### config.mk
export PLATFORM = sky130hd
export DESIGN_NAME = branch_hazard_ctrl
export DESIGN_NICKNAME = d
export VERILOG_FILES = /design/src/rtl/hazard_pkg.sv /design/src/rtl/sat_counter16.sv /design/src/rtl/branch_hazard_ctrl.sv
export SDC_FILE = /design/constraint.sdc
export NUM_CORES = 1
export LEC_CHECK = 0
export BUFFER_PORTS_ARGS = -buffer_cell sky130_fd_sc_hd__buf_4
export CAP_MARGIN = 20
export CORE_AREA = 5 5 42 44
export DETAILED_ROUTE_END_ITERATION = 7
export DIE_AREA = 0 0 47 49
export GPL_ROUTABILITY_DRIVEN = 0
export PLACE_DENSITY = 0.79
export SLEW_MARGIN = 20
export SYNTH_ARGS = -nofsm -noshare
export SYNTH_HDL_FRONTEND = slang
export SYNTH_SLANG_ARGS = --single-unit
### constraint.sdc
create_clock -name clk -period 4.63 [get_ports clk]
set_input_delay 0.463 -clock clk [delete_from_list [all_inputs] [get_ports clk]]
set_output_delay 0.463 -clock clk [all_outputs]
set_load 0.05 [all_outputs]
### src/rtl/hazard_pkg.sv
// Shared types, defaults and helpers for the ID-stage branch hazard controller.
// Latency: n/a (types and pure functions only).
// Backpressure: n/a.
package hazard_pkg;

    typedef enum logic [1:0] {
        IDLE  = 2'd0,
        STALL = 2'd1,
        FLUSH = 2'd2
    } state_t;

    localparam int REG_ADDR_W_DEF = 4;
    localparam int LOAD_STALL_DEF = 2;
    localparam int ALU_STALL_DEF  = 1;

    // Register addresses are widened to this size before matching, so one
    // function serves any REG_ADDR_W up to this width.
    localparam int MATCH_W = 8;

    // True when rd is a real (non-zero) register that feeds rs1 or rs2.
    function automatic logic reg_match(input logic [MATCH_W-1:0] rd,
                                       input logic [MATCH_W-1:0] rs1,
                                       input logic [MATCH_W-1:0] rs2);
        return (rd != '0) && ((rd == rs1) || (rd == rs2));
    endfunction

endpackage

### src/rtl/sat_counter16.sv
// 16-bit event counter that saturates at 16'hFFFF; sync clear, async reset.
// Latency: count updates at the clock edge after en is seen.
// Backpressure: none; en is sampled every cycle.
// Ports: clk, rst (async active-high), en (count), clr (sync clear), cnt.
module sat_counter16 (
    input  logic        clk,
    input  logic        rst,
    input  logic        en,
    input  logic        clr,
    output logic [15:0] cnt
);

    logic [15:0] cnt_q;
    logic [15:0] cnt_d;

    always_comb begin
        cnt_d = cnt_q;
        if (clr) begin
            cnt_d = '0;
        end else if (en && (cnt_q != 16'hFFFF)) begin
            cnt_d = cnt_q + 16'd1;
        end
    end

    always_ff @(posedge clk or posedge rst) begin
        if (rst) begin
            cnt_q <= '0;
        end else begin
            cnt_q <= cnt_d;
        end
    end

    assign cnt = cnt_q;

endmodule

### src/rtl/branch_hazard_ctrl.sv
// ID-stage branch sequencer: stalls PC/IF-ID while branch operands are in
// flight in EX/MEM, then redirects the PC and flushes IF/ID on taken/jump.
// Latency: control outputs are combinational from state and ID/EX/MEM inputs.
// Backpressure: produces stalls only; nothing it consumes can be held off.
// Ports: id_* describe the ID instruction, ex_*/mem_* the in-flight producers,
// branch_taken is the raw comparator result; pc_stall/ifid_stall/idex_bubble,
// ifid_flush/pc_redirect steer the front end; busy flags a non-IDLE FSM.
// Optional: define BRANCH_PERF_CNT_EN to add perf_taken/perf_stall counters.
module branch_hazard_ctrl
    import hazard_pkg::*;
#(
    parameter int REG_ADDR_W = REG_ADDR_W_DEF,
    parameter int LOAD_STALL = LOAD_STALL_DEF,
    parameter int ALU_STALL  = ALU_STALL_DEF
) (
    input  logic                  clk,
    input  logic                  rst,
    input  logic                  id_valid,
    input  logic                  id_branch,
    input  logic                  id_jump,
    input  logic [REG_ADDR_W-1:0] id_rs1,
    input  logic [REG_ADDR_W-1:0] id_rs2,
    input  logic                  ex_regwrite,
    input  logic                  ex_memread,
    input  logic [REG_ADDR_W-1:0] ex_rd,
    input  logic                  mem_memread,
    input  logic [REG_ADDR_W-1:0] mem_rd,
    input  logic                  branch_taken,
    output logic                  pc_stall,
    output logic                  ifid_stall,
    output logic                  idex_bubble,
    output logic                  ifid_flush,
    output logic                  pc_redirect,
    output logic                  busy
`ifdef BRANCH_PERF_CNT_EN
    ,
    output logic [15:0]           perf_taken,
    output logic [15:0]           perf_stall
`endif
);

    state_t     state_q, state_d;
    logic [1:0] stall_cnt_q, stall_cnt_d;

    logic [MATCH_W-1:0] rs1_x, rs2_x, ex_rd_x, mem_rd_x;
    logic               is_branch;
    logic               hz_load;
    logic               hz_alu;
    logic [1:0]         stall_len;

    assign rs1_x    = MATCH_W'(id_rs1);
    assign rs2_x    = MATCH_W'(id_rs2);
    assign ex_rd_x  = MATCH_W'(ex_rd);
    assign mem_rd_x = MATCH_W'(mem_rd);

    assign is_branch = id_valid && id_branch;

    assign hz_load = is_branch && ex_memread && reg_match(ex_rd_x, rs1_x, rs2_x);
    // A load in MEM costs the same as an ALU result in EX: one more cycle
    // until it reaches a point the ID comparator can forward from.
    assign hz_alu  = is_branch &&
                     ((ex_regwrite && !ex_memread && reg_match(ex_rd_x, rs1_x, rs2_x)) ||
                      (mem_memread && reg_match(mem_rd_x, rs1_x, rs2_x)));

    assign stall_len = hz_load ? 2'(LOAD_STALL) : 2'(ALU_STALL);

    always_comb begin
        state_d     = state_q;
        stall_cnt_d = stall_cnt_q;
        pc_stall    = 1'b0;
        ifid_stall  = 1'b0;
        idex_bubble = 1'b0;
        ifid_flush  = 1'b0;
        pc_redirect = 1'b0;

        case (state_q)
            IDLE: begin
                // Jumps take precedence and never wait on operands.
                if (id_valid && id_jump) begin
                    pc_redirect = 1'b1;
                    ifid_flush  = 1'b1;
                    state_d     = FLUSH;
                end else if (is_branch) begin
                    if (hz_load || hz_alu) begin
                        // This detect cycle is the first stall cycle.
                        pc_stall    = 1'b1;
                        ifid_stall  = 1'b1;
                        idex_bubble = 1'b1;
                        if (stall_len > 2'd1) begin
                            stall_cnt_d = stall_len - 2'd1;
                            state_d     = STALL;
                        end
                    end else if (branch_taken) begin
                        pc_redirect = 1'b1;
                        ifid_flush  = 1'b1;
                        state_d     = FLUSH;
                    end
                end
            end

            STALL: begin
                pc_stall    = 1'b1;
                ifid_stall  = 1'b1;
                idex_bubble = 1'b1;
                stall_cnt_d = stall_cnt_q - 2'd1;
                // <= 1 also recovers from a zero count rather than wrapping.
                if (stall_cnt_q <= 2'd1) begin
                    stall_cnt_d = 2'd0;
                    state_d     = IDLE;
                end
            end

            FLUSH: begin
                // The ID slot holds the squashed instruction; ignore it.
                state_d = IDLE;
            end

            default: begin
                state_d     = IDLE;
                stall_cnt_d = 2'd0;
            end
        endcase

        // Keep the front end quiet for the whole reset pulse.
        if (rst) begin
            pc_stall    = 1'b0;
            ifid_stall  = 1'b0;
            idex_bubble = 1'b0;
            ifid_flush  = 1'b0;
            pc_redirect = 1'b0;
        end
    end

    always_ff @(posedge clk or posedge rst) begin
        if (rst) begin
            state_q     <= IDLE;
            stall_cnt_q <= 2'd0;
        end else begin
            state_q     <= state_d;
            stall_cnt_q <= stall_cnt_d;
        end
    end

    assign busy = (state_q != IDLE) && !rst;

`ifdef BRANCH_PERF_CNT_EN
    sat_counter16 u_perf_taken (
        .clk (clk),
        .rst (rst),
        .en  (pc_redirect),
        .clr (1'b0),
        .cnt (perf_taken)
    );

    sat_counter16 u_perf_stall (
        .clk (clk),
        .rst (rst),
        .en  (pc_stall),
        .clr (1'b0),
        .cnt (perf_stall)
    );
`endif

endmodule
# Word level (Yosys, flattened, before mapping)
# Index checks and enable logic that the tools add are counted.
[op_classes]
n_lt_le_gt_ge = 2
eq_ne = 14
mux = 25
n_reduce_logical = 23
bitwise = 1
n_addsub = 2
[ops]
columns = ["operator", "count"]
rows = [
  ["$mux W2", 12],
  ["$eq A4 B4 Y1", 4],
  ["$reduce_bool A8 Y1", 2],
  ["$logic_and A1 B1 Y1", 11],
  ["$mux W1", 10],
  ["$ne A2 B2 Y1 const B", 5],
  ["$ne A4 B4 Y1 const B", 2],
  ["$pmux W2 S3", 1],
  ["$reduce_and A5 Y1", 1],
  ["$logic_or A1 B1 Y1", 4],
  ["$pmux W2 S2", 1],
  ["$reduce_and A4 Y1", 1],
  ["$sub A2 B1 Y2 const B", 2],
  ["$ne A3 B3 Y1 const B", 1],
  ["$eq A2 B1 Y1 const B", 1],
  ["$eq A2 B2 Y1 const B", 1],
  ["$gt A2 B1 Y1 const B", 1],
  ["$le A2 B1 Y1 const B", 1],
  ["$logic_not A1 Y1", 2],
  ["$logic_not A2 Y1", 1],
  ["$pmux W1 S2", 1],
  ["$reduce_bool A2 Y1", 1],
  ["$not A1 Y1", 1],
]
[totals]
in_bits = 25
ff_bits = 4

# Depth between registers and ports, before layout
# Gate-level depths: netlist of run 1.
[depth]
depth_word = 12
depth_mapped = 5

# Worst setup path after synthesis of run 1
# OpenSTA, ideal clock, no wires.
[synth_path]
path_kind = "in2out"
start = "input port ex_rd[0]"
end = "output port pc_redirect"
slack_ns = -0.068
arrival_ns = 4.235
required_ns = 4.167
path_buffers = 1
stages = 4
cell_sequence = "or4_4 > o221a_2 > a2111oi_0 > buf_4"
[synth_between]
elab_chain_len = 12
word_cells_on_any_way = 15
cone_classes = "eq/ne: 2; mux: 5; reduce/logical: 8"
[synth_lines]
columns = ["item", "line_no", "text"]
rows = [
  ["from (decl)", "branch_hazard_ctrl.sv:25", "input logic [REG_ADDR_W-1:0] ex_rd,"],
  ["$eq A4 B4 Y1", "hazard_pkg.sv:24", "return (rd != '0) && ((rd == rs1) || (rd == rs2));"],
  ["$logic_or A1 B1 Y1", "hazard_pkg.sv:24", ""],
  ["$logic_and A1 B1 Y1 *", "hazard_pkg.sv:24", ""],
  ["$logic_and A1 B1 Y1", "branch_hazard_ctrl.sv:62", "((ex_regwrite && !ex_memread && reg_match(ex_rd_x, rs1_x, rs2_x)) ||"],
  ["$logic_or A1 B1 Y1", "branch_hazard_ctrl.sv:62", ""],
  ["$logic_and A1 B1 Y1", "branch_hazard_ctrl.sv:61", "assign hz_alu = is_branch &&"],
  ["$logic_or A1 B1 Y1 *", "branch_hazard_ctrl.sv:84", "if (hz_load || hz_alu) begin"],
  ["$mux W1 * (5 in a row)", "-", ""],
  ["to (decl)", "branch_hazard_ctrl.sv:33", "output logic pc_redirect,"],
]
# Mark *: on every way between the ends. The rest lies on a longest branch, timed or not.

# Worst setup path in the final report of run 1
[layout_path]
start = "input port ex_rd[0]"
end = "output port pc_redirect"
[layout_between]
elab_chain_len = 12
word_cells_on_any_way = 15
cone_classes = "eq/ne: 2; mux: 5; reduce/logical: 8"
[layout_lines]
columns = ["item", "line_no", "text"]
rows = [
  ["$eq A4 B4 Y1", "hazard_pkg.sv:24", ""],
  ["$logic_or A1 B1 Y1", "hazard_pkg.sv:24", ""],
  ["$logic_and A1 B1 Y1 *", "hazard_pkg.sv:24", ""],
  ["$logic_and A1 B1 Y1", "branch_hazard_ctrl.sv:62", ""],
  ["$logic_or A1 B1 Y1", "branch_hazard_ctrl.sv:62", ""],
  ["$logic_and A1 B1 Y1", "branch_hazard_ctrl.sv:61", ""],
  ["$logic_or A1 B1 Y1 *", "branch_hazard_ctrl.sv:84", ""],
  ["$mux W1 *", "branch_hazard_ctrl.sv:84", ""],
  ["$mux W1 *", "branch_hazard_ctrl.sv:83", "end else if (is_branch) begin"],
  ["$mux W1 *", "branch_hazard_ctrl.sv:79", "if (id_valid && id_jump) begin"],
  ["$mux W1 *", "branch_hazard_ctrl.sv:76", "case (state_q)"],
  ["$mux W1 *", "branch_hazard_ctrl.sv:125", "if (rst) begin"],
]
# Marked as above.

==> reports/qor.yml, run 1 <==
place:
  port_buffers: 30
  dp_cells: 101
  hpwlAfterDp_um: 1210
power:
  max-vdd-ir-drop_mv: 0.0921
  swShare: 0.330
  leakagePower_nw: 0.340
  seqPwrFrac: 0.288
  fin_total_pwr_uw: 144
  pwr-share-clk: 0.310
  internal_power_uw: 96.7
  powerDensity_nw_per_um2: 194
  switchingPower_uw: 47.5
  p_comb_frac: 0.402
route:
  viasPerCell: 5.41
  drc: 0
  ant_nets: 0
  wirelength_um: 1320
  first_pass_iters: 4
  first_iter_violations: 6
  routed-via-count: 563
  avgRoutedWirePerCell_um: 12.7
die:
  die_y_um: 49
  dieArea_um2: 2300
  start_util: 0.354
  ioPinCount: 31
  die-width_um: 47
  core_area_um2: 1400
  rows: 14
cts:
  post_cts_buffers: 0
  clock_latency_ns: 0.24
  cts_sinks: 4
  cts_root_buf: "clkbuf_4"
  cts_buffers: 3
  htree_levels: 1
  cts_tree: "done"
  cts_buffer_depth: 2
  ctsHoldBuffers: 0
  cts_resized: 0
  clk_pin_slew_ns: 0.04
synthesis:
  yosysSeqAreaShare: 0.202
  syn_inst: 58
  synth_top_area_share: 0.202
  synth_nets: 83
  synth-seq-cells: 4
  yosysTopAreaCell: "dfrtp_1"
  avgSynthCellArea_um2: 8.56
  ys_warn_count: 0
  ys_types: 24
  synth_area_leaders: "dfrtp_1, xnor2_1, xor2_1"
  syn_area_um2: 497
finish:
  final_layout_size_suffix_gt1_frac: 0.443
  nets: 115
  area_delta_synth_final_pct: 49.6
  layout.cells.non_filler: 104
  antenna_cells: 0
global_routing:
  grt_overflow: 0
  grt_pass1_wl_um: 2230
  antenna_found_initial: 0
  grt_pass1_vias: 558
  grt.total_usage: 0.132
  grt_max_degree: 7
outcome:
  status: "finished clean"
sta:
  fin_tns_setup_ns: 0
  fin_crit_sh: 0.549
  rsz0062_at_grt: "false"
  finalCriticalPeriod_ns: 2.54
  hold_viol_final: 0
  maxSlewViolCount: 0
  slew_headroom: 0.624
  clock_skew_ns: 0.00105
  final-setup-viol-count: 0
  worstMarginPinSlew_ns: 0.550
  fmax_mhz: 394
worst_setup_path:
  path_class: "input pin to output port"
  endpoint_kind: "output port"
  arrival_ns: 2.08
  critPathRequiredTime_ns: 4.17
  crit_fanout: 3
  r2r_cells: 3
  startpoint_type: "input pin"
flow_run:
  max-cap-violations: 0
hold_path:
  hp-class: "input pin to asynchronous set/reset pin"
synth_stat cells:
library cell and n:
a2111oi_0 3, a211oi_1 1, a21oi_1 3, a31o_2 1, and3_2 1, and3b_1 1, and4_1 1, buf_4 3
dfrtp_1 4, inv_1 5, nand2_1 2, nand3_1 1, nand4_1 2, nor2_1 3, nor3_1 2, nor4_1 2
nor4_4 1, o211ai_1 2, o21ai_1 1, o221a_2 1, o31a_2 1, or4_4 1, xnor2_1 8, xor2_1 8
power groups by stage:
stage	combinational, mW	sequential (mW)	clock [mW]
after global placement	0.0573	0.0418	0
final	0.0579	0.0415	0.0448
after global routing	0.0631	0.0419	0.0484
after detailed placement	0.0587	0.0420	0
after floorplan	0.0317	0.0411	0
after CTS	0.0588	0.0416	0.0455
per-layer routing:
metal / part of all wire / global-route usage / up-vias
met1: 0.34 / 0.124 / 249
met2: 0.52 / 0.217 / 31
met5: 0 / 0 / -
met3: 0.10 / 0.0517 / 6
li1: - / - / 277
met4: 0.039 / 0.0968 / 0
layout by cell type (no fill, tap or decap), drive strengths merged, types with 2 or more instances in the layout:
| cell type | n |
|---|---|
| xnor2 | 8 |
| nand4 | 2 |
| dfrtp | 4 |
| xor2 | 8 |
| a2111oi | 3 |
| nand2 | 2 |
| o211ai | 2 |
| buf | 30 |
| nor3 | 2 |
| nor2 | 3 |
| a21oi | 3 |
| nor4 | 3 |
| inv | 5 |
| clkbuf | 3 |
flip-flops by register name, indices dropped and copies added (netlist names):
register / cells
stall_cnt_q: 2
state_q: 2
metrics by stage:
| stage | hold slack, ns | cell area, um2 | util | setup WS [ns] |
|---|---|---|---|---|
| CTS | 0.141 | 743 | 0.530 | 2.09 |
| finish | 0.140 | 743 | 0.530 | 2.09 |
| detailed placement | 0.392 | 721 | 0.514 | 2.10 |
| global route | 0.152 | 743 | 0.530 | 1.99 |
| global placement | 0.389 | 721 | 0.514 | 2.12 |
| floorplan | 0.238 | 498 | - | 0.697 |
path summary, 6_finish.rpt:
check / start / endpoint / slack [ns]
setup / recovery: ex_rd[0] / pc_redirect / 2.09
hold / removal: rst / state_q[0] / 0.14
setup reg to reg: state_q[1] / state_q[1] / 3.58
hold reg to reg: state_q[1] / state_q[0] / 0.52
max in group asynchronous: rst / stall_cnt_q[1] / 4.32
min in group clk: id_valid / state_q[1] / 0.48
area by class of cell:
cell class | instances | area [um2]
repair buffers | 30 | 225
multi-input cells | 46 | 357
clock buffers | 3 | 22.5
flip-flops and latches | 4 | 100
fillers | 143 | 658
well taps | 16 | 20.0
inverters | 5 | 18.8
cell families after synthesis:
kind of cell | synth area share
AND/OR/NAND/NOR | 0.234
XOR/XNOR | 0.282
buffers and inverters | 0.0831
flip-flops | 0.202
AO/OA/AOI/OAI | 0.199
worst max-delay path, cell delays in order:
cell,delay (ns)
buf_4,0.12
or4_4,0.53
o221a_2,0.16
a2111oi_1,0.51
buf_4,0.29
No activity file was read; power rests on OpenSTA's default activity.
==> run 2, diff against run 1 <==
--- a/config.mk
+++ b/config.mk
@@ -7,11 +7,11 @@
 export LEC_CHECK = 0
 export BUFFER_PORTS_ARGS = -buffer_cell sky130_fd_sc_hd__buf_4
 export CAP_MARGIN = 20
-export CORE_AREA = 5 5 42 44
+export CORE_MARGIN = 5
+export CORE_UTILIZATION = 37
 export DETAILED_ROUTE_END_ITERATION = 7
-export DIE_AREA = 0 0 47 49
 export GPL_ROUTABILITY_DRIVEN = 0
-export PLACE_DENSITY = 0.79
+export PLACE_DENSITY = 0.82
 export SLEW_MARGIN = 20
 export SYNTH_ARGS = -nofsm -noshare
 export SYNTH_HDL_FRONTEND = slang
==> constraint.sdc (replaced) <==
create_clock -name clk -period 2.3 [get_ports clk]
set_input_delay 0.23 -clock clk [delete_from_list [all_inputs] [get_ports clk]]
set_output_delay 0.23 -clock clk [all_outputs]
set_load 0.05 [all_outputs]
==> reports/qor.yml, run 2 (synthesis gave the netlist of run 1 again) <==
worst_setup_path:
  path_class: "input pin to output port"
  arrival_ns: 1.84  # -0.24 ns
  critPathRequiredTime_ns: 2.07  # -2.10 ns
  rr_startpoint: "state_q[1]"
  startpoint_type: "input pin"
  crit_fanout: 2  # -1
  endpoint_kind: "output port"
  r2r_end: "state_q[1]"
  startpoint: "id_rs2[1]"
  r2r_cells: 3  # unchanged
  rrSetupSlack_ns: 1.19  # -2.39 ns
sta:
  fin_crit_sh: 0.900
  rsz0062_at_grt: "false"
  fmax_mhz: 483
  hold_viol_final: 0  # unchanged
  worstMarginPinSlew_ns: 0.919  # +0.369 ns
  fin_tns_setup_ns: 0  # unchanged
  slew_headroom: 0.372  # -0.252
  maxSlewViolCount: 0  # unchanged
  finalCriticalPeriod_ns: 2.07
  final-setup-viol-count: 0  # unchanged
  clock_skew_ns: 0.00581  # +0.00476 ns
die:
  die-width_um: 46.6  # -0.77%
  start_util: 0.387  # +0.0321
  die_y_um: 46.6  # -4.8%
  rows: 13  # -1
  ioPinCount: 31  # unchanged
  dieArea_um2: 2180  # -5.5%
  core_area_um2: 1280  # -8.3%
cts:
  htree_levels: 1  # unchanged
  post_cts_buffers: 0  # unchanged
  cts_tree: "done"
  clock_latency_ns: 0.23  # about the same
  cts_root_buf: "clkbuf_4"
  cts_sinks: 4  # unchanged
  cts_buffers: 3  # unchanged
  clk_pin_slew_ns: 0.03  # about the same
  cts_buffer_depth: 2  # unchanged
place:
  port_buffers: 30  # unchanged
  hpwlAfterDp_um: 1200  # -1.1%
power:
  powerDensity_nw_per_um2: 378  # +95%
  leakagePower_nw: 0.347  # +1.9%
  max-vdd-ir-drop_mv: 0.198  # +110%
finish:
  antenna_cells: 0  # unchanged
  final_cell_mix: "buf_4, xor2_1, xnor2_1"
  final_core_util: 0.599  # +0.0685
  final_layout_size_suffix_gt1_frac: 0.449  # +0.00626
  nets: 116  # +0.87%
  area_delta_synth_final_pct: 54.9
  fillerInstances: 120  # -16%
  largestRegisters: "stall_cnt_q (2), state_q (2)"
  final_common_cell: "buf_4"
global_routing:
  antenna_found_initial: 0  # unchanged
  grt_pass1_vias: 536  # -3.9%
  grt.total_usage: 0.125  # -0.00658
  grt_overflow: 0  # unchanged
  grt_pass1_wl_um: 1990  # -11%
  grt_max_degree: 7  # unchanged
route:
  wirelength_um: 1280  # -3.4%
  ant_nets: 0  # unchanged
  first_iter_violations: 16  # +10
  viasPerCell: 5.14  # -5.0%
  first_pass_iters: 2  # -2
  avgRoutedWirePerCell_um: 12.3  # -3.4%
  routed-via-count: 535  # -5.0%
  drc: 0  # unchanged
hold_path:
  hp-class: "input pin to flop"
  hold_end: "state_q[1]"
  hold_depth: 3
  hp-start: "id_valid"
outcome:
  status: "finished clean"
flow_run:
  max-cap-violations: 0  # unchanged
==> run 2: changes by cell type in the layout (fill, tap and decap cells not counted), sizes merged <==
cell	previous run	this run
dlygate4sd3	0	1
==> run 2: where the power goes <==
part / total, mW / switching (mW) / internal, mW / leakage (nW)
sequential: 0.0835 / 0.00609 / 0.0774 / 0.0540
clock: 0.0852 / 0.0269 / 0.0583 / 0.0138
combinational: 0.122 / 0.0610 / 0.0609 / 0.279
total: 0.291 / 0.0940 / 0.197 / 0.347
==> run 2: routing by layer <==
metal | vias to the layer above | GRT usage | share of wire | routed length, um
li1 | 275 | - | - | -
met1 | 240 | 0.129 | 0.38 | 488
met2 | 20 | 0.247 | 0.53 | 675
met3 | 0 | 0.0508 | 0.089 | 114
met4 | 0 | 0 | 0 | 0
met5 | - | 0 | 0 | 0
==> run 2: worst max-delay path: stages <==
cell       delay (ns)
buf_4            0.12
xnor2_1          0.14
nand4_1          0.13
a2111oi_0        0.85
a2111oi_4        0.12
buf_4            0.24
==> run 2: worst max path at each step <==
stage	cells after the start	endpoint	slack (ns)
2_1_floorplan	4	pc_redirect	0.05
3_3_place_gp	6	pc_redirect	0.28
3_5_place_dp	6	pc_redirect	0.24
4_1_cts	6	pc_redirect	0.23
5_1_grt	6	ifid_flush	0.15
6_report	6	pc_redirect	0.23
==> run 2: layout make-up <==
cell class / count / area, um2 / area share
inverter: 5 / 18.8 / 0.0244
multi-input combinational: 46 / 374 / 0.486
clock buffer: 3 / 22.5 / 0.0293
sequential: 4 / 100 / 0.130
tap: 15 / 18.8 / 0.0244
timing repair buffer: 31 / 235 / 0.306
==> run 2: metrics by stage <==
step / cell area, um2 / total power, mW / hold WS (ns) / worst slack [ns] / instances
2_1_floorplan: 515 / 0.150 / 0.00458 / 0.0512 / 58
3_3_place_gp: 737 / 0.203 / 0.150 / 0.284 / 100
3_5_place_dp: 737 / 0.206 / 0.159 / 0.242 / 100
4_1_cts: 769 / 0.295 / 0.262 / 0.226 / 104
5_1_grt: 769 / 0.311 / 0.266 / 0.148 / 104
6_report: 769 / 0.291 / 0.261 / 0.229 / 104
==> run 2: what timing repair did <==
| item | 4_1_cts | 5_1_grt |
|---|---|---|
| endpoints found under the hold margin | 4 | 0 |
| hold buffers | 1 | 0 |
| gates resized for setup | 0 | 0 |
